## config.mk

```make
export PLATFORM = sky130hd
export DESIGN_NAME = multdiv_sequencer
export DESIGN_NICKNAME = d
export VERILOG_FILES = /design/src/rtl/multdiv_sequencer.sv
export SDC_FILE = /design/constraint.sdc
export NUM_CORES = 1
export LEC_CHECK = 0
export CAP_MARGIN = 20
export CORE_ASPECT_RATIO = 0.8
export CORE_MARGIN = 8
export CORE_UTILIZATION = 40
export DETAILED_ROUTE_END_ITERATION = 16
export PLACE_DENSITY = 0.84
export SLEW_MARGIN = 20
export SYNTH_ARGS = -nofsm -noshare
export SYNTH_HDL_FRONTEND = slang
export SYNTH_SLANG_ARGS = --single-unit
```

## constraint.sdc

```tcl
create_clock -name clock -period 3.73 [get_ports clock]
set_input_delay 0.5595 -clock clock [delete_from_list [all_inputs] [get_ports clock]]
set_output_delay 0.5595 -clock clock [all_outputs]
set_load 0.05 [all_outputs]
```

## src/rtl/multdiv_sequencer.sv

```systemverilog
// Launches the multi-cycle mul/div unit from DX, stalls PC/FD/DX and bubbles XM until the unit answers,
// then presents a one-cycle registered result (or error code to r30) for the XM input mux.
module multdiv_sequencer #(
    parameter int TIMEOUT      = 64,
    parameter int MUL_ERR_CODE = 4,
    parameter int DIV_ERR_CODE = 5
) (
    input  logic        clock,
    input  logic        reset,
    input  logic [31:0] DX_Latch_Instr,
    input  logic [31:0] DX_A_operand,
    input  logic [31:0] DX_B_operand,
    input  logic        flush,
    input  logic        multdiv_resultRDY,
    input  logic        multdiv_exception,
    input  logic [31:0] multdiv_result,
    output logic        ctrl_MULT,
    output logic        ctrl_DIV,
    output logic [31:0] md_operandA,
    output logic [31:0] md_operandB,
    output logic        md_stall,
    output logic        md_XM_bubble,
    output logic        md_done,
    output logic [31:0] md_result,
    output logic [4:0]  md_rd,
    output logic        md_error,
    output logic        md_busy
);

    localparam int               CNT_W    = $clog2(TIMEOUT) + 1;
    localparam logic [CNT_W-1:0] CNT_LAST = CNT_W'(TIMEOUT - 1);
    localparam logic [CNT_W-1:0] CNT_MAX  = '1;
    localparam logic [31:0]      MUL_ERR  = 32'(MUL_ERR_CODE);
    localparam logic [31:0]      DIV_ERR  = 32'(DIV_ERR_CODE);
    localparam logic [4:0]       ERR_RD   = 5'd30;
    localparam logic [4:0]       ALU_MUL  = 5'd6;
    localparam logic [4:0]       ALU_DIV  = 5'd7;

    typedef enum logic [1:0] {
        S_IDLE,
        S_START,
        S_WAIT,
        S_DONE
    } state_t;

    state_t           state_q;
    logic [CNT_W-1:0] cnt_q;
    logic [CNT_W-1:0] cnt_d;
    logic [31:0]      opa_q;
    logic [31:0]      opb_q;
    logic [4:0]       rd_q;
    logic             op_div_q;
    logic             mult_q;
    logic             div_q;
    logic             done_q;
    logic [31:0]      res_q;
    logic [4:0]       rd_out_q;
    logic             err_q;

    logic [4:0] dx_opcode;
    logic [4:0] dx_alu_op;
    logic [4:0] dx_rd;
    logic       dx_is_mul;
    logic       dx_is_div;
    logic       dx_is_md;
    logic       launch;
    logic       timeout_hit;
    logic       unused_instr_bits;

    assign dx_opcode = DX_Latch_Instr[31:27];
    assign dx_rd     = DX_Latch_Instr[26:22];
    assign dx_alu_op = DX_Latch_Instr[6:2];
    assign dx_is_mul = (dx_opcode == 5'd0) && (dx_alu_op == ALU_MUL);
    assign dx_is_div = (dx_opcode == 5'd0) && (dx_alu_op == ALU_DIV);
    assign dx_is_md  = dx_is_mul || dx_is_div;
    assign launch    = dx_is_md && !flush;

    assign unused_instr_bits = ^{DX_Latch_Instr[21:7], DX_Latch_Instr[1:0]};

    // Saturating so a mis-sized TIMEOUT can never wrap back into a live count.
    assign cnt_d       = (cnt_q == CNT_MAX) ? cnt_q : cnt_q + 1'b1;
    assign timeout_hit = (cnt_q == CNT_LAST);

    always_ff @(posedge clock) begin
        if (reset) begin
            state_q  <= S_IDLE;
            cnt_q    <= '0;
            opa_q    <= '0;
            opb_q    <= '0;
            rd_q     <= '0;
            op_div_q <= 1'b0;
            mult_q   <= 1'b0;
            div_q    <= 1'b0;
            done_q   <= 1'b0;
            res_q    <= '0;
            rd_out_q <= '0;
            err_q    <= 1'b0;
        end else begin
            mult_q   <= 1'b0;
            div_q    <= 1'b0;
            done_q   <= 1'b0;
            res_q    <= '0;
            rd_out_q <= '0;
            err_q    <= 1'b0;
            case (state_q)
                S_IDLE: begin
                    if (launch) begin
                        opa_q    <= DX_A_operand;
                        opb_q    <= DX_B_operand;
                        rd_q     <= dx_rd;
                        op_div_q <= dx_is_div;
                        mult_q   <= dx_is_mul;
                        div_q    <= dx_is_div;
                        state_q  <= S_START;
                    end
                end
                S_START: begin
                    // A resultRDY here belongs to an older launch and is dropped.
                    cnt_q   <= '0;
                    state_q <= flush ? S_IDLE : S_WAIT;
                end
                S_WAIT: begin
                    cnt_q <= cnt_d;
                    if (flush) begin
                        state_q <= S_IDLE;
                    end else if (multdiv_resultRDY) begin
                        done_q   <= 1'b1;
                        err_q    <= multdiv_exception;
                        rd_out_q <= multdiv_exception ? ERR_RD : rd_q;
                        res_q    <= !multdiv_exception ? multdiv_result :
                                    (op_div_q ? DIV_ERR : MUL_ERR);
                        state_q  <= S_DONE;
                    end else if (timeout_hit) begin
                        done_q   <= 1'b1;
                        err_q    <= 1'b1;
                        rd_out_q <= ERR_RD;
                        res_q    <= DIV_ERR;
                        state_q  <= S_DONE;
                    end
                end
                S_DONE: begin
                    state_q <= S_IDLE;
                end
                default: begin
                    state_q <= S_IDLE;
                end
            endcase
        end
    end

    always_comb begin
        md_stall = 1'b0;
        if (!reset) begin
            case (state_q)
                S_IDLE:  md_stall = launch;
                S_START: md_stall = 1'b1;
                S_WAIT:  md_stall = 1'b1;
                default: md_stall = 1'b0;
            endcase
        end
    end

    assign md_XM_bubble = md_stall;
    assign md_busy      = (state_q != S_IDLE);
    assign ctrl_MULT    = mult_q;
    assign ctrl_DIV     = div_q;
    assign md_operandA  = opa_q;
    assign md_operandB  = opb_q;
    assign md_done      = done_q;
    assign md_result    = res_q;
    assign md_rd        = rd_out_q;
    assign md_error     = err_q;

    a_one_start: assert property (@(posedge clock) disable iff (reset) !(ctrl_MULT && ctrl_DIV));
    a_pulse:     assert property (@(posedge clock) disable iff (reset) (ctrl_MULT || ctrl_DIV) |=> !(ctrl_MULT || ctrl_DIV));
    a_done_free: assert property (@(posedge clock) disable iff (reset) md_done |-> !md_stall);

endmodule

```

# Word-level counts from Yosys, hierarchy flattened
# Cells that the tools add are included.
dict set report totals {
  reg_bits 120
  latchBits 0
  mem_bits_rw 0
  mem_bits_ro 0
  inputBits 133
  output_inout_bits 108
  elab_cells 61
  n_memories 0
}
dict set report classes {
  add_sub_neg 1
  multipliers 0
  div 0
  n_lt_le_gt_ge 0
  n_eq_ne 10
  n_shift 0
  muxes 20
  bitwise 3
  reduce_logical 15
}
# operator count
set ops {}
lappend ops {{$mux 32} 2}
lappend ops {{$mux 5} 3}
lappend ops {{$pmux 7 s2} 1}
lappend ops {{$eq 5x3->1 const B} 2}
lappend ops {{$mux 2} 5}
lappend ops {{$pmux 2 s4} 1}
lappend ops {{$add 7x1->7 const B} 1}
lappend ops {{$eq 7x6->1 const B} 1}
lappend ops {{$eq 7x7->1 const B} 1}
lappend ops {{$mux 7} 1}
lappend ops {{$reduce_and 2->1} 3}
lappend ops {{$reduce_or 3->1} 2}
lappend ops {{$logic_not 5->1} 1}
lappend ops {{$mux 1} 5}
lappend ops {{$eq 2x2->1 const B} 2}
lappend ops {{$ne 2x2->1 const B} 2}
lappend ops {{$ne 4x4->1 const B} 1}
lappend ops {{$reduce_bool 2->1} 2}
lappend ops {{$logic_and 1x1->1} 3}
lappend ops {{$mux 3} 1}
lappend ops {{$not 1->1} 3}
lappend ops {{$eq 2x1->1 const B} 1}
lappend ops {{$logic_not 2->1} 1}
lappend ops {{$pmux 1 s2} 1}
lappend ops {{3 further kinds} 3}

# Depth between registers and ports, before layout
# Gate-level depths: netlist (run 1).
dict set report depth {
  ltp_word 6
  ltp_mapped 9
}

# Worst setup path before layout (run 1)
# Ideal clock, no wire load.
dict set report synth_path {
  path_kind {input -> output}
  from {input DX_Latch_Instr[6]}
  to {output md_stall}
  arrival_ns 2.866
  setup_slack_ns 0.304
  stages 7
  n_path_buf 3
  cell_sequence {and4bb_2 and4_1 buf_2 buf_2 nor2_1 nor3_1 buf_4}
}
dict set report synth_via {
  elab_chain_len 6
}
# element line
set synth_rtl {}
lappend synth_rtl {{from (decl)} 10} ;# input logic [31:0] DX_Latch_Instr,
lappend synth_rtl {{$eq 5x3->1, on equally long branches} {73, 74}}
lappend synth_rtl {{$logic_and 1x1->1, on equally long branches} {73, 74}}
lappend synth_rtl {{$logic_or 1x1->1 *} 75} ;# assign dx_is_md = dx_is_mul || dx_is_div;
lappend synth_rtl {{$logic_and 1x1->1 *} 76} ;# assign launch = dx_is_md && !flush;
lappend synth_rtl {{$pmux 1 s2 *} 154} ;# case (state_q)
lappend synth_rtl {{$mux 1 *} 153} ;# if (!reset) begin
lappend synth_rtl {{to (decl)} 21} ;# output logic md_stall,
# Every way passes the cells marked *; elsewhere a longest branch is shown, timed or not.

# Final worst setup path (run 1)
dict set report layout_path {
  from {input DX_Latch_Instr[30]}
  to {output md_XM_bubble}
}
dict set report layout_via {
  elab_chain_len 6
}
# element line
set layout_rtl {}
lappend layout_rtl {{$logic_not 5->1 *} {73, 74}}
lappend layout_rtl {{$logic_and 1x1->1, on equally long branches} {73, 74}}
lappend layout_rtl {{$logic_or 1x1->1 *} 75}
lappend layout_rtl {{$logic_and 1x1->1 *} 76}
lappend layout_rtl {{$pmux 1 s2 *} 154}
lappend layout_rtl {{$mux 1 *} 153}
lappend layout_rtl {{to (decl)} 22} ;# output logic md_XM_bubble,
# Marks and branches as above.

==> flow_summary.toml, run 1 <==
[timing]
layout_setup_ws_ns = 1.04
slew-limit-headroom_pct = 38.8
fmax_ghz = 0.371
slew_violations = 0
post-route-min-period_ns = 2.69
hold_viol = 0
rsz0062_at_grt = "no"
fin_setup_tns_ns = 0
tightest_slew_ns = 0.918
timing.final.crit_share_pct = 72.2
setup_violations = 0
skew_ns = 0.00896

[power]
p_per_area_mw_per_mm2 = 453
irDropWorstVdd_mv = 0.443
intPower_uw = 2590
sw_frac_of_total_pct = 19.3
p_leak_uw = 0.00254
p_seq_share_pct = 40.1
clockPowerShare_pct = 54.3
p_sw_uw = 618
combPwrFrac_pct = 5.6

[placement]
portBuffers = 223
hpwl_um = 9860
dpl_worst_slack_ns = 1.06
routabilityCongestion = 0.761

[grt]
grt.total_usage_pct = 18.8
grt_max_degree = 73
first_global_vias = 4116
grt_antenna_before_repair = 0
grt_overflow = 0
grt_pass1_wl_um = 20500

[cts]
cts_made_buffers = 17
hold_buffers = 0
post_cts_buffers = 0
cts_sinks = 120
cts_tree = "done"
clk_pin_slew_ns = 0.05
cts_root_buffer = "clkbuf_16"
clock_latency_ns = 0.40
htree_levels = 4
post_cts_resized = 0
clock_path_buffers = 2

[floorplan]
die_w_um = 130
pin_count = 241
rows = 33
start_util_pct = 40.9
die-area_mm2 = 0.0140
design.core.area_mm2 = 0.0102
chipHeight_um = 107

[yosys]
synthTopCellsByCount = "142 x nand2_1, 120 x dfxtp_1, 74 x a21oi_1"
synth_edf_count = 0
synth_area_per_cell_um2 = 8.96
synth_area_mm2 = 0.00417
async_reset_ff_share_pct = 0
post-synth-top-area-cell = "dfxtp_1"
yosysUniqueCellTypes = 36
yosysWarnings = 0
yosys.area.top_type_share_pct = 57.7
post-synth-top-count-cell = "nand2_1"
syn_inst = 465
yosys_most_used_dff = "dfxtp_1"
seq_area_frac_synth_pct = 57.7
synth_seq_cells = 120
synth_fp_nets = 604
synth_area_leaders = "dfxtp_1 58%, nand2_1 13%, a21oi_1 8.9%, and2_1 4.8%, ha_1 1.8%"

[cells_and_area]
drive_above_1_share_pct = 6.34
nNetsFinal = 820
n_antenna_cell = 0
syn2layout_area_growth_pct = 69.9
seqCellArea_mm2 = 0.00240
multiInputGateArea_mm2 = 0.00160
nFillCells = 786

[detailed_routing]
drt-total-wl_um = 13200
ant_nets = 0
route.vias.total = 3941
drtIter0Drc = 177
via_per_inst = 4.73
dr.pass1.iters = 4
wl_per_cell_um = 15.9
drc = 0

[outcome]
status = "complete, no violations"

[min_path]
hp-class = "reg2reg"

[worst_setup_path]
critPathLaunchType = "input port"
worstSetupPathType = "in2out"
worstSetupEndpointType = "output port"
cp_max_fo = 3
crit_arrival_ns = 2.13
crit_required_ns = 3.17

[flow_run]
drv_cap = 0
==> sequential cells by signal (all words and copies together) (netlist names) <==
name and flops:
cnt_q 7, ctrl_DIV 1, ctrl_MULT 1, md_done 1, md_error 1, md_operandA 32, md_operandB 32, md_rd 5
md_result 32, op_div_q 1, rd_q 5, state_q 2
==> critical path: stages <==
cell             delay, ns
clkdlybuf4s50_1       0.43
nor3_1                0.32
and4_2                0.29
nor2_1                0.04
nor3_1                0.23
buf_4                 0.26
==> placed cells by master, fill, tap and decap left out, types with 6 or more instances in the layout <==
cell	count
nand2_1	142
dfxtp_1	120
nor3_1	6
clkdlybuf4s50_1	220
nand2b_1	6
clkbuf_16	17
a21oi_1	74
buf_4	6
ha_1	6
and2_1	32
==> routing by layer <==
layer  part of all wire, %  up-vias  GRT usage [%]  wire (um)
met2                    49      163           32.3       6530
li1                      -     1951              -          -
met4                   1.6        0           7.53        210
met3                    13       15           8.76       1660
met5                     0        -              0          0
met1                    36     1812           19.5       4820
==> through the flow <==
stage / util (%) / power [uW] / std cells / instance area (um^2) / hold slack (ns)
after floorplan: - / 1360 / 465 / 4170 / 0.430
after global placement: 63.2 / 1490 / 802 / 6440 / 0.439
after detailed placement: 63.2 / 1490 / 802 / 6440 / 0.446
after CTS: 69.4 / 3240 / 834 / 7080 / 0.453
after global routing: 69.4 / 3320 / 834 / 7080 / 0.463
final: 69.4 / 3210 / 834 / 7080 / 0.452
==> final timing paths <==
| check | startpoint | end | slack [ns] | depth (start not counted) |
|---|---|---|---|---|
| max | DX_Latch_Instr[30] | md_XM_bubble | 1.04 | 6 |
| max reg2reg | state_q[0]$_SDFFE_PP0P_ | md_operandA[16]$_SDFFE_PP0P_ | 1.57 | 7 |
| min reg2reg | md_operandB[28]$_SDFFE_PP0P_ | md_operandB[28]$_SDFFE_PP0P_ | 0.45 | 2 |
| min | md_operandB[28]$_SDFFE_PP0P_ | md_operandB[28]$_SDFFE_PP0P_ | 0.45 | 2 |
==> logic make-up after synthesis <==
kind of cell	share of synthesized area (%)
DFF	57.7
AOI/OAI and AO/OA	12.6
and+or+nand+nor	22.8
xor gates and xnor gates	0.210
buffers and inverters	4.20
adders and majority gates	1.80
muxes	0.751
==> area by class of cell <==
cell class                 count  area share, %
multi-input combinational    310           22.5
inverter                       5          0.265
timing repair buffer         227           31.8
clock buffer                  20           6.17
tap                          140           2.47
sequential                   120           33.9
clock inverter                12           2.83
==> power groups by stage <==
stage / registers [uW] / logic, uW / clock network, uW
6_report: 1290 / 181 / 1740
3_3_place_gp: 1310 / 177 / 0
5_1_grt: 1290 / 193 / 1840
3_5_place_dp: 1310 / 180 / 0
2_1_floorplan: 1310 / 47.3 / 0
4_1_cts: 1290 / 181 / 1780
(Power assumes the default switching activity.)
==> run 2, diff against run 1 <==
Settings changed: CORE_UTILIZATION 40 to 34, PLACE_DENSITY 0.84 to 0.76.
Clock period 3.73 ns to 2.38 ns, I/O delays scaled along.
==> run 2 against run 1 <==
Net effect: first-iteration DRC count fell by 6.2%; sequential share of layout area decreased by 0.29 points; sequential power grew 56%; worst hold slack got worse by 0.0019 ns; global-route usage shrank 2.2 points; clock power rose by 40%; via count is 0.33% higher; clock skew is 0.0018 ns higher; routed wire length up 3.5%; flip-flop and latch count unchanged; core utilization down 10 points; final cell count rose by 2.0%; largest cell class unchanged.
==> flow_summary.toml, run 2 (synthesis results as in run 1) <==
[outcome]
status = "complete, no violations"

[grt]
grt_overflow = 0
grt.total_usage_pct = 16.6
use_met1_pct = 18.2
grt_pass1_wl_um = 21100
busiest_layer = "met2"
use_met2_pct = 27.5
first_global_vias = 4050
grt_max_degree = 71
grt_antenna_before_repair = 0
use_met3_pct = 8.09

[cells_and_area]
layout_commonest_cell = "clkdlybuf4s50_1"
drive_above_1_share_pct = 8.01
fin_cells = 851
final_cell_mix = "220 x clkdlybuf4s50_1, 142 x nand2_1, 120 x dfxtp_1, 74 x a21oi_1, 32 x and2_1"
syn2layout_area_growth_pct = 71.4
final_area_mm2 = 0.00714
n_antenna_cell = 0
nNetsFinal = 825
nFillCells = 1012

[detailed_routing]
route.vias.total = 3954
drtIter0Drc = 166
via_per_inst = 4.65
ant_nets = 0
wl_per_cell_um = 16.1
drc = 0
dr.pass1.iters = 4
drt-total-wl_um = 13700

[worst_setup_path]
critPathLaunchType = "input port"
rr_worst_depth = 7
worstSetupPathType = "in2out"
max_stage_delay_ns = 0.43
crit_chain = "clkdlybuf4s50_1, nor3_1, and4_4, nor2_1, nor3_4, buf_12"
crit_required_ns = 2.02
critPathSlowestCell = "clkdlybuf4s50_1"
path_depth = 6
worstSetupEndpointType = "output port"
crit_arrival_ns = 1.96
path_buf_inv = 2
cp_max_fo = 3
critical-path-top-delay-family = "simple AND/OR/NAND/NOR gates"

[timing]
fin_hold_ws_ns = 0.450
fmax_ghz = 0.432
hold_viol = 0
skew_ns = 0.0108
layout_setup_ws_ns = 0.0665
timing.final.crit_share_pct = 97.2
slew_violations = 0
post-route-min-period_ns = 2.31
setup_violations = 0
tightest_slew_ns = 0.704
slew-limit-headroom_pct = 53.1

[cts]
cts_root_buffer = "clkbuf_16"
htree_levels = 4
clk_pin_slew_ns = 0.05
clock_latency_ns = 0.40
clock_path_buffers = 2
cts_tree = "done"
cts_made_buffers = 17
hold_buffers = 0
cts_sinks = 120

[placement]
place_area_mm2 = 0.00653
dp.cells = 816
hpwl_um = 10100
portBuffers = 223
dpl_worst_slack_ns = 0.0623
routabilityCongestion = 0.782

[floorplan]
die_w_um = 140
rows = 36
die-area_mm2 = 0.0161
design.core.area_mm2 = 0.0121
chipHeight_um = 115
start_util_pct = 34.5
pin_count = 241

[flow_run]
drv_cap = 0

[power]
clockPowerShare_pct = 51.2
intPower_uw = 3720
p_seq_share_pct = 42.4
irDropWorstVdd_mv = 0.408
sw_frac_of_total_pct = 21.7
p_total_uw = 4760
p_per_area_mw_per_mm2 = 666
p_sw_uw = 1030
combPwrFrac_pct = 6.5
p_leak_uw = 0.00256

[min_path]
min_path_cells = 2
hp-class = "reg2reg"
==> run 2: final cells by class <==
type / instances / area [um^2] / share of cell area [%]
Tap cell: 152 / 190 / 2.66
Clock buffer: 20 / 457 / 6.39
Multi-Input combinational cell: 310 / 1630 / 22.8
Timing Repair Buffer: 232 / 2330 / 32.6
Inverter: 5 / 18.8 / 0.263
Sequential cell: 120 / 2400 / 33.6
Clock inverter: 12 / 119 / 1.66
==> run 2: per-layer routing <==
layer | routed length [um] | share of wire, %
met1 | 5770 | 42
met2 | 6310 | 46
met3 | 1440 | 11
met4 | 156 | 1.1
met5 | 0 | 0
==> run 2: final timing paths <==
path | endpoint | startpoint | slack, ns
worst min register to register | rd_q[0]$_SDFFE_PP0P_ | rd_q[0]$_SDFFE_PP0P_ | 0.45
worst max-delay path | md_stall | DX_Latch_Instr[30] | 0.07
worst max register to register | md_result[10]$_SDFF_PP0_ | state_q[0]$_SDFFE_PP0P_ | 0.43
worst min-delay path | rd_q[0]$_SDFFE_PP0P_ | rd_q[0]$_SDFFE_PP0P_ | 0.45
==> run 2: per-stage QoR <==
stage               setup TNS, ns  util (%)
floorplan                       0         -
global placement                0      54.1
detailed placement              0      54.1
CTS                             0      58.9
global route              -0.0119      59.2
finish                          0      59.2
==> run 2: worst register-to-register path, delay by kind of cell, from the launching register on <==
family        cells  cell delay, ns
simple gates      3            0.64
fa+ha+maj         1            0.40
buf+inv           3            0.52
flops             1            0.33
==> run 2: repair_timing <==
item | 4_1_cts | 5_1_grt
buffers inserted | 0 | 3
endpoints found under the setup margin | 2 | 3
pin swaps | 1 | 1
cloned | 0 | 0
resized for setup | 3 | 2
==> run 2: power by group through the flow <==
| stage | registers, uW | logic [uW] | clock network, uW |
|---|---|---|---|
| after floorplan | 2060 | 78.0 | 0 |
| after global placement | 2060 | 291 | 0 |
| after detailed placement | 2060 | 296 | 0 |
| after CTS | 2010 | 301 | 2490 |
| after global routing | 2010 | 328 | 2580 |
| final | 2010 | 308 | 2430 |
==> run 3, diff against run 2 <==
Settings changed: HOLD_SLACK_MARGIN set to 0.12.
==> results of run 3 <==
Final layout, timing and power as in run 2 (identical DEF).
